===== src/rtl/mbist_pkg.sv =====
// Shared types for the March C- memory BIST: FSM states, element encoding
// and the per-element March table.
package mbist_pkg;

  typedef enum logic [1:0] {
    IDLE,
    RUN,
    DRAIN,
    DONE
  } state_t;

  typedef logic [2:0] elem_t;

  localparam elem_t E0 = 3'd0;
  localparam elem_t E1 = 3'd1;
  localparam elem_t E2 = 3'd2;
  localparam elem_t E3 = 3'd3;
  localparam elem_t E4 = 3'd4;
  localparam elem_t E5 = 3'd5;

  // rd_inv/wr_inv select ~BG instead of BG for the read expectation / write data.
  typedef struct packed {
    logic down;
    logic rd_inv;
    logic wr_inv;
    logic has_rd;
    logic has_wr;
  } march_op_t;

  function automatic march_op_t march_op(elem_t e);
    march_op_t op;
    op = '{down: 1'b0, rd_inv: 1'b0, wr_inv: 1'b0, has_rd: 1'b0, has_wr: 1'b0};
    case (e)
      E0: op = '{down: 1'b0, rd_inv: 1'b0, wr_inv: 1'b0, has_rd: 1'b0, has_wr: 1'b1};
      E1: op = '{down: 1'b0, rd_inv: 1'b0, wr_inv: 1'b1, has_rd: 1'b1, has_wr: 1'b1};
      E2: op = '{down: 1'b0, rd_inv: 1'b1, wr_inv: 1'b0, has_rd: 1'b1, has_wr: 1'b1};
      E3: op = '{down: 1'b1, rd_inv: 1'b0, wr_inv: 1'b1, has_rd: 1'b1, has_wr: 1'b1};
      E4: op = '{down: 1'b1, rd_inv: 1'b1, wr_inv: 1'b0, has_rd: 1'b1, has_wr: 1'b1};
      E5: op = '{down: 1'b0, rd_inv: 1'b0, wr_inv: 1'b0, has_rd: 1'b1, has_wr: 1'b0};
      default: ;
    endcase
    return op;
  endfunction

endpackage


===== src/rtl/mbist_cmp_pipe.sv =====
// Read-compare delay line: carries each issued read's payload for RD_LAT
// cycles so it lines up with the SRAM read data.
module mbist_cmp_pipe #(
  parameter int RD_LAT = 1,
  parameter int PW     = 8
) (
  input  logic          clk,
  input  logic          rst,
  input  logic          push_vld,
  input  logic [PW-1:0] push_data,
  output logic          pop_vld,
  output logic [PW-1:0] pop_data
);

  logic          vld_p  [RD_LAT];
  logic [PW-1:0] data_p [RD_LAT];

  always_ff @(posedge clk) begin
    if (rst) begin
      for (int i = 0; i < RD_LAT; i++) vld_p[i] <= 1'b0;
    end else begin
      vld_p[0] <= push_vld;
      for (int i = 1; i < RD_LAT; i++) vld_p[i] <= vld_p[i-1];
    end
  end

  // Payload is qualified by vld_p, so it needs no reset.
  always_ff @(posedge clk) begin
    data_p[0] <= push_data;
    for (int i = 1; i < RD_LAT; i++) data_p[i] <= data_p[i-1];
  end

  assign pop_vld  = vld_p[RD_LAT-1];
  assign pop_data = data_p[RD_LAT-1];

endmodule


===== src/rtl/mbist_march.sv =====
// March C- memory BIST controller with functional/BIST SRAM request mux,
// delayed read compare and first-failure capture.
module mbist_march
  import mbist_pkg::*;
#(
  parameter int              DW           = 8,
  parameter int              AW           = 13,
  parameter int              RD_LAT       = 1,
  parameter logic [DW-1:0]   BG           = '0,
  parameter bit              STOP_ON_FAIL = 1'b0
) (
  input  logic          b_clk,
  input  logic          b_rst,
  input  logic          b_en,
  input  logic [AW-1:0] addr_in,
  input  logic [DW-1:0] wdata_in,
  input  logic          wen,
  input  logic          csn,
  input  logic [DW-1:0] sram_data_in,
  output logic [AW-1:0] addr_out,
  output logic [DW-1:0] wdata_out,
  output logic          wen_out,
  output logic          csn_out,
  output logic          b_done,
  output logic          b_fail,
  output logic [AW-1:0] fail_addr,
  output logic [2:0]    fail_elem
);

  localparam int       PW         = DW + AW + 3;
  localparam logic [2:0] DRAIN_LAST = 3'(RD_LAT - 1);

  state_t        state, state_nxt;
  elem_t         elem;
  logic [AW-1:0] addr;
  logic          phase;
  logic [2:0]    drain_cnt;
  logic          en_q;

  march_op_t     op;
  logic          in_run, is_rd, is_wr, step_done, at_term, last_issue, start;
  logic [DW-1:0] exp_data;

  logic          pop_vld;
  logic [PW-1:0] pop_data;
  logic [DW-1:0] cmp_exp;
  logic [AW-1:0] cmp_addr;
  elem_t         cmp_elem;
  logic          miscmp;

  assign op         = march_op(elem);
  assign in_run     = (state == RUN);
  // Read/write elements spend phase 0 reading and phase 1 writing the same address.
  assign is_rd      = op.has_rd && (!op.has_wr || !phase);
  assign is_wr      = op.has_wr && (!op.has_rd || phase);
  assign step_done  = !(op.has_rd && op.has_wr) || phase;
  assign at_term    = op.down ? (addr == '0) : (addr == '1);
  assign last_issue = (elem == E5) && at_term && step_done;
  assign start      = b_en && !en_q;
  assign exp_data   = op.rd_inv ? ~BG : BG;

  mbist_cmp_pipe #(
    .RD_LAT (RD_LAT),
    .PW     (PW)
  ) u_cmp_pipe (
    .clk       (b_clk),
    .rst       (b_rst || !b_en),
    .push_vld  (in_run && is_rd),
    .push_data ({exp_data, addr, elem}),
    .pop_vld   (pop_vld),
    .pop_data  (pop_data)
  );

  assign {cmp_exp, cmp_addr, cmp_elem} = pop_data;
  assign miscmp = pop_vld && (sram_data_in != cmp_exp);

  always_comb begin
    state_nxt = state;
    case (state)
      IDLE:  if (start) state_nxt = RUN;
      RUN:   if ((STOP_ON_FAIL && miscmp) || last_issue) state_nxt = DRAIN;
      DRAIN: if (drain_cnt == DRAIN_LAST) state_nxt = DONE;
      DONE:  state_nxt = DONE;
      default: state_nxt = IDLE;
    endcase
    if (!b_en) state_nxt = IDLE;
  end

  always_ff @(posedge b_clk) begin
    if (b_rst) state <= IDLE;
    else       state <= state_nxt;
  end

  // Held high through reset so a level-high b_en never starts a test on release.
  always_ff @(posedge b_clk) begin
    en_q <= b_rst || b_en;
  end

  always_ff @(posedge b_clk) begin
    if (b_rst || state == IDLE) begin
      elem  <= E0;
      addr  <= '0;
      phase <= 1'b0;
    end else if (in_run) begin
      if (!step_done) begin
        phase <= 1'b1;
      end else begin
        phase <= 1'b0;
        if (at_term) begin
          if (elem != E5) begin
            elem <= elem_t'(elem + 3'd1);
            addr <= march_op(elem_t'(elem + 3'd1)).down ? '1 : '0;
          end
        end else begin
          addr <= op.down ? addr - 1'b1 : addr + 1'b1;
        end
      end
    end
  end

  always_ff @(posedge b_clk) begin
    if (b_rst || state != DRAIN) drain_cnt <= '0;
    else                         drain_cnt <= drain_cnt + 3'd1;
  end

  always_ff @(posedge b_clk) begin
    if (b_rst) b_done <= 1'b0;
    else       b_done <= b_en && (state == DONE);
  end

  // Only the first miscompare is recorded; abort or reset clears the record.
  always_ff @(posedge b_clk) begin
    if (b_rst || !b_en) begin
      b_fail    <= 1'b0;
      fail_addr <= '0;
      fail_elem <= '0;
    end else if (miscmp && !b_fail) begin
      b_fail    <= 1'b1;
      fail_addr <= cmp_addr;
      fail_elem <= cmp_elem;
    end
  end

  always_comb begin
    addr_out  = addr_in;
    wdata_out = wdata_in;
    wen_out   = wen;
    csn_out   = csn;
    if (b_en) begin
      addr_out  = addr;
      wdata_out = op.wr_inv ? ~BG : BG;
      wen_out   = !(in_run && is_wr);
      csn_out   = !in_run;
    end
  end

endmodule


===== config.mk =====
export PLATFORM = sky130hd
export DESIGN_NAME = mbist_march
export DESIGN_NICKNAME = d
export VERILOG_FILES = /design/src/rtl/mbist_pkg.sv /design/src/rtl/mbist_cmp_pipe.sv /design/src/rtl/mbist_march.sv
export SDC_FILE = /design/constraint.sdc
export NUM_CORES = 1
export LEC_CHECK = 0
export CAP_MARGIN = 20
export CORE_MARGIN = 3
export CORE_UTILIZATION = 54
export DETAILED_ROUTE_END_ITERATION = 10
export PLACE_DENSITY = 0.86
export SETUP_SLACK_MARGIN = 0.05
export SYNTH_ARGS = -nofsm -noshare
export SYNTH_HDL_FRONTEND = slang
export SYNTH_HIERARCHICAL = 1
export SYNTH_SLANG_ARGS = --single-unit

===== constraint.sdc =====
create_clock -name b_clk -period 5.85 [get_ports b_clk]
set_clock_uncertainty 0.1 [all_clocks]
set_input_delay 0.585 -clock b_clk [delete_from_list [all_inputs] [get_ports b_clk]]
set_output_delay 0.585 -clock b_clk [all_outputs]
set_load 0.01 [all_outputs]

# After elaboration in Yosys (flattened, before gate mapping)
# Memories as Yosys holds them, arrays and structs flattened.
# Cells that the tools add are included.
word_totals:
  output_inout_bits: 41
  n_memories: 2
  ff_bits: 41
  ramBits: 25
  word_cells: 103
  input_bits: 34
mem_list:
  columns: ["name", "depth", "word_bits", "read_ports", "rd_ports_with_merged_regs", "wr", "line", "rtl"]
  rows:
  - ["u_cmp_pipe.data_p", 1, 24, 1, 0, 1, "mbist_cmp_pipe.sv:16", "logic [PW-1:0] data_p [RD_LAT];"]
  - ["u_cmp_pipe.vld_p", 1, 1, 1, 0, 1, "mbist_cmp_pipe.sv:15", "logic vld_p [RD_LAT];"]
op_classes:
  add_sub_neg: 4
  reduce_logical: 37
  bitwise_logic: 1
  n_eq_ne: 21
  mux: 28
ops:
  columns: ["operator", "count"]
  rows:
  - ["$mux W13", 5]
  - ["$pmux W5 S6", 2]
  - ["$mux W5", 5]
  - ["$mux W8", 3]
  - ["$add A13 B1 Y13 const B", 1]
  - ["$eq A13 B13 Y1 const B", 1]
  - ["$logic_not A13 Y1", 1]
  - ["$sub A13 B1 Y13 const B", 1]
  - ["$eq A3 B2 Y1 const B", 4]
  - ["$eq A3 B3 Y1 const B", 4]
  - ["$logic_and A1 B1 Y1", 11]
  - ["$logic_not A1 Y1", 9]
  - ["$logic_not A3 Y1", 3]
  - ["$mux W1", 9]
  - ["$ne A8 B8 Y1", 1]
  - ["$pmux W2 S4", 1]
  - ["$logic_or A1 B1 Y1", 7]
  - ["$add A3 B1 Y3 const B", 2]
  - ["$eq A3 B1 Y1 const B", 2]
  - ["$mux W2", 3]
  - ["$ne A2 B2 Y1 const B", 3]
  - ["$reduce_and A3 Y1", 2]
  - ["$eq A2 B2 Y1 const B", 2]
  - ["$ne A2 B1 Y1 const B", 2]
  - ["other kinds (7)", 7]

# Depth between registers and ports, before layout
logic_depth:
  word_depth: 11
  ltp_mapped: 13

# By module
# The synthesis kept the hierarchy.
by_module_without_submodules:
  columns: ["module", "seq_area_each_um2", "area_each_um2", "cells_each", "instances"]
  rows:
  - ["mbist_march", 820.8, 2700.1, 318, 1]
  - ["mbist_cmp_pipe", 500.5, 514.2, 26, 1]

# Worst setup path before layout
# Ideal clock, no wire load.
synth_path:
  path_kind: "flip-flop to flip-flop"
  start: "register elem[0]"
  end: "register addr[7]"
  arrival_time_ps: 2775
  path_stages_with_launch: 13
  synth_period_minus_slack_ps: 3007
  n_path_buf: 0
  setup_ps: 132
  path_slack_ps: 2843
  cell_sequence: "dfxtp_1 > ha_1 > ha_1 > nor2_1 > a211o_1 > inv_1 > ha_1 > a21o_1 > a21oi_1 > a21oi_1 > or3_1 > a31oi_1 > nor3_1"
synth_between:
  elab_chain_cells: 11
synth_lines:
  columns: ["item", "line", "rtl"]
  rows:
  - ["from (decl)", "mbist_march.sv:34", "elem_t elem;"]
  - ["from (signal assigned)", "mbist_march.sv:111", "elem <= elem_t'(elem + 3'd1);"]
  - ["$add A3 B1 Y3", "mbist_march.sv:112", "addr <= march_op(elem_t'(elem + 3'd1)).down ? '1 : '0;"]
  - ["$eq A3 B3 Y1, or another cell as far along", "mbist_pkg.sv:33", "case (e)"]
  - ["$pmux W5 S6", "mbist_pkg.sv:33", null]
  - ["$mux W5", "mbist_march.sv:110", "if (elem != E5) begin"]
  - ["$mux W5", "mbist_march.sv:109", "if (at_term) begin"]
  - ["$mux W5", "mbist_march.sv:105", "if (!step_done) begin"]
  - ["$mux W5", "mbist_march.sv:104", "end else if (in_run) begin"]
  - ["$mux W5", "mbist_march.sv:100", "if (b_rst || state == IDLE) begin"]
  - ["$mux W13", "mbist_march.sv:112", null]
  - ["$mux W13", "mbist_march.sv:110", null]
  - ["$mux W13", "mbist_march.sv:109", null]
  - ["to (signal assigned)", "mbist_march.sv:112", null]
  - ["to (signal assigned)", "mbist_march.sv:115", "addr <= op.down ? addr - 1'b1 : addr + 1'b1;"]
  - ["to (decl)", "mbist_march.sv:35", "logic [AW-1:0] addr;"]
# Several ways; a longest one is shown, not always the timed one. The select of a mux whose other input is x is not followed.
# A chain may end at the register's enable or synchronous reset.

# Final worst setup path
layout_path:
  start: "register elem[0]"
  end: "register addr[9]"
# Same word-level chain as after synthesis.

==> results.md <==
- In the final layout, the share of cells above drive strength 1 is 0.103.
- Summed over all instances, the cell type with the most area after synthesis is dfxtp_1.
- The quantity of I/O buffers inserted on ports is 74.
- The post-synthesis area per instance is ~9.3 um^2.
- Setup violations remaining at the end of the flow were counted as 0.
- Setup slack on the worst reg-to-reg path comes out at roughly 2400 ps.
- After detailed routing, the average wire length per cell comes to ~16 um.
- Traced cell by cell, the critical path runs through ha_1 -> ha_1 -> nor2_1 -> a211o_1 -> inv_1 -> ha_1 -> a21o_1 -> a21oi_1 -> a21oi_1 -> o31ai_1 -> xor2_1 -> a21oi_1.
- The aggregate global-route resource usage is 0.235.
- The first TritonRoute pass finished after 5 iterations.
- The design draws 0.982 mW.
- The filler cell count in the final layout is about 370.
- Power spread over the standard cell area amounts to 229 nW/um^2.
- The H-tree depth is 3.
- Routability-driven placement finished with a final weighted congestion of 0.903.
- Gates resized during post-CTS repair numbered 0.
- The number of antenna-violating nets in the routed design is 0.
- Summed over all cells, the static leakage comes to ~1.7 nW.
- For this run, the post-layout net count is approximately 480.
- The number of sinks driven by the clock tree is 66.
- The via count of the first global-routing pass was about 2700.
- Dividing the final minimum period by the clock period gives 0.595.
- The delay contributed by the slowest stage of the critical path is 460 ps.
- Together, buffers and inverters on the worst path number 1.
- The end-of-flow core utilization is 0.760.
- The area growth from synthesis to layout is 33.4%.
- The critical path is of the reg -> reg type.
- The flow ran to the end, and the final reports show no timing, DRC or antenna violations.
- The instance count along the most critical hold path is 0.
- After the first detailed-routing iteration, the DRC count stood at 159.
- The worst min-delay path endpoint is u_cmp_pipe/data_p[0][3].
- The antenna diode count is 0.
- In this run the count of I/O pins placed on the die edge is 75.
- The share of synthesized registers carrying an async set or reset is 0.
- STA classifies the critical path startpoint as a register.
- The post-synthesis cell area is between 3000 and 4000 um^2.
- The timing-limited maximum frequency is roughly 0.29 GHz.
- The critical path required time is approximately 6000 ps.
- The final-report hold violation count is 0.
- The hold buffer count at CTS is 0.
- The main flop type after synthesis is dfxtp_1.
- The max-slew violation count was 0.
- At the pin with the least slew margin, the transition time is slightly above 900 ps.
- The clock buffer count from CTS is 9.
- Detailed routing inserted a total of 2843 vias.
- The launch point of the worst hold path is addr[0].
- The clock root buffer master is clkbuf_8.
- When the netlist entered floorplanning its net count stood at between 300 and 400.
- The maximum fanout along the worst path is 11.
- After floorplanning, the core was sized to cover about 5600 um^2.
- The half-perimeter wire length after placement is ~5.6 mm.
- The die is between 80 and 90 um tall.
- The critical-path cell with the highest stage delay is dfxtp_1.
- Dividing the detail-routed via count by the number of cells gives between 5 and 6.
- The number of register bits inferred by synthesis is 66.
- The number of cell rows is 27.
- The finished cells cover roughly 4300 um^2.
- The detailed-route DRC error count is 0.
- The endpoint of the worst register-to-register path is addr[9].
- The number of enable-type register cells in the synthesized netlist is 0.
- The initial antenna violation count is 0.
- Setup repair after global routing left no endpoint under its margin.
- The clock network latency to the later pin of the worst-skew pair is 350 ps.
- The number of violations of the max-capacitance limit is 0.
- The worst path in the final design needs a cycle of around 3500 ps, including I/O delays and setup.
- Global routing finished with a remaining overflow of 0.
- Of the synthesized area, sequential elements account for 0.411.
- Measured along the x axis, the die boundary spans ~83 um.
- Synthesis instantiated between 40 and 50 different standard cells from the library.
- The yosys synthesis warning count is 6.
- The post-synthesis cell count is about 340.
- The length in cells of the worst reg-to-reg path is 12.
- Setup total negative slack on the finished layout was measured at 0 ps.
- The worst setup path is captured at a register.
- Data on the critical path arrives at its endpoint at ~3600 ps.
- The number of setup buffers added after CTS is 0.
- Entering global routing, the biggest net connects 30 pins.
- The launch point of the worst reg-to-reg path is elem[0].
- The maximum VDD drop is between 0.15 and 0.2 mV.
- The routed design has around 8 mm of wire.
- The worst slew slack as a fraction of its limit is 0.379.
- The starting utilization of the core area is 0.570.
- After synthesis, the cell types taking the most area are dfxtp_1 (41%), ha_1 (7.8%), mux2i_1 (5.9%), mux2_2 (4.9%), nor2_1 (4.9%).
- After clock tree synthesis, the clock-pin slew on the worst setup and hold paths is about 70 ps.
- The wire length of the first global-routing pass is approximately 13 mm.
- The area after detailed placement is 4010 um^2.
- The floorplan step defined a die boundary enclosing roughly 7000 um^2.
- The cell class contributing the biggest share of worst-path delay is compound AO/OA/AOI/OAI gates.
- In this run the deepest clock path goes through 2 buffers.
- Across all hold checks on the routed design, the worst slack comes to ~340 ps.
- Of the post-synthesis cell area, the dominant cell type holds 0.411.
- The type of the most critical hold path is reg -> reg.
- TritonCTS built the clock tree.
-- cells in the mapped netlist, types with 3 or more instances --
master / number
or3_1: 4
xnor2_1: 12
dfxtp_1: 66
a31oi_1: 7
xor2_1: 3
nor2_1: 42
buf_2: 4
o211ai_1: 4
and3_1: 3
nand2_1: 8
a21oi_1: 21
nor2b_1: 5
nand2b_1: 5
ha_1: 20
nand4_1: 6
mux2_2: 14
clkbuf_1: 6
mux2i_1: 19
a21o_1: 9
o21a_1: 3
inv_1: 20
o21ai_0: 18
nor3_1: 14
-- cells by family after synthesis --
family          share of synthesized area
flops                               0.411
xor+xnor                           0.0409
fa+ha+maj                          0.0841
compound gates                      0.156
mux                                 0.113
buf+inv                            0.0378
simple gates                        0.157
-- metal layers --
| metal | track usage | wire, um | part of all wire |
|---|---|---|---|
| met1 | 0.293 | 3460 | 0.43 |
| met5 | 0 | 0 | 0 |
| met3 | 0.0665 | 545 | 0.068 |
| met4 | 0.119 | 232 | 0.029 |
| met2 | 0.371 | 3740 | 0.47 |
-- area by class of cell --
cell class,count,area [um^2],share of cell area
Clock buffer,9,124,0.0289
Clock inverter,7,118,0.0274
Inverter,20,75.1,0.0175
Multi-Input combinational cell,247,1770,0.414
Sequential cell,66,1320,0.308
Tap cell,72,90.1,0.0210
Timing Repair Buffer,78,786,0.183
-- metrics by stage --
step | instances | setup WS (ps)
floorplan | 344 | 2840
global placement | 480 | 2220
detailed placement | 480 | 2010
CTS | 496 | 2020
global route | 499 | 2060
finish | 499 | 2370
-- power breakdown --
| part | total [mW] | switching, mW | internal (mW) |
|---|---|---|---|
| clock | 0.461 | 0.178 | 0.283 |
| combinational | 0.0707 | 0.0260 | 0.0447 |
| sequential | 0.450 | 0.000672 | 0.450 |
| total | 0.982 | 0.205 | 0.777 |
-- placed cells by master (no fill, tap or decap), types with 3 or more instances in the layout --
cell,instances
a21oi_1,21
ha_1,20
nor2b_1,5
o21a_1,3
nand4_1,6
nor3_1,14
clkdlybuf4s50_1,74
mux2_2,14
nand2b_1,5
inv_1,20
bufinv_16,3
clkbuf_8,9
dfxtp_1,66
xnor2_1,12
xor2_1,3
a31oi_1,7
or3_1,4
and3_1,3
a21o_1,9
nor2_1,41
o211ai_1,4
o21ai_0,18
mux2i_1,19
nand2_1,8
-- registers in the layout, summed over array words and instances, names as in the netlist --
name / flops
u_cmp_pipe/vld_p: 1
b_done: 1
phase: 1
fail_addr: 13
u_cmp_pipe/data_p: 24
b_fail: 1
drain_cnt: 3
elem: 3
state: 2
en_q: 1
fail_elem: 3
addr: 13
-- worst max path at each step --
stage | cells after the start | to | start | slack [ps]
detailed placement | 4 | wdata_out[5] | b_en | 2010
global route | 12 | addr[12] | elem[2] | 2060
global placement | 4 | wdata_out[7] | b_en | 2220
CTS | 4 | wdata_out[5] | b_en | 2020
floorplan | 12 | addr[7] | elem[0] | 2840
finish | 12 | addr[9] | elem[0] | 2370
Power figures use the tool's default switching activity.
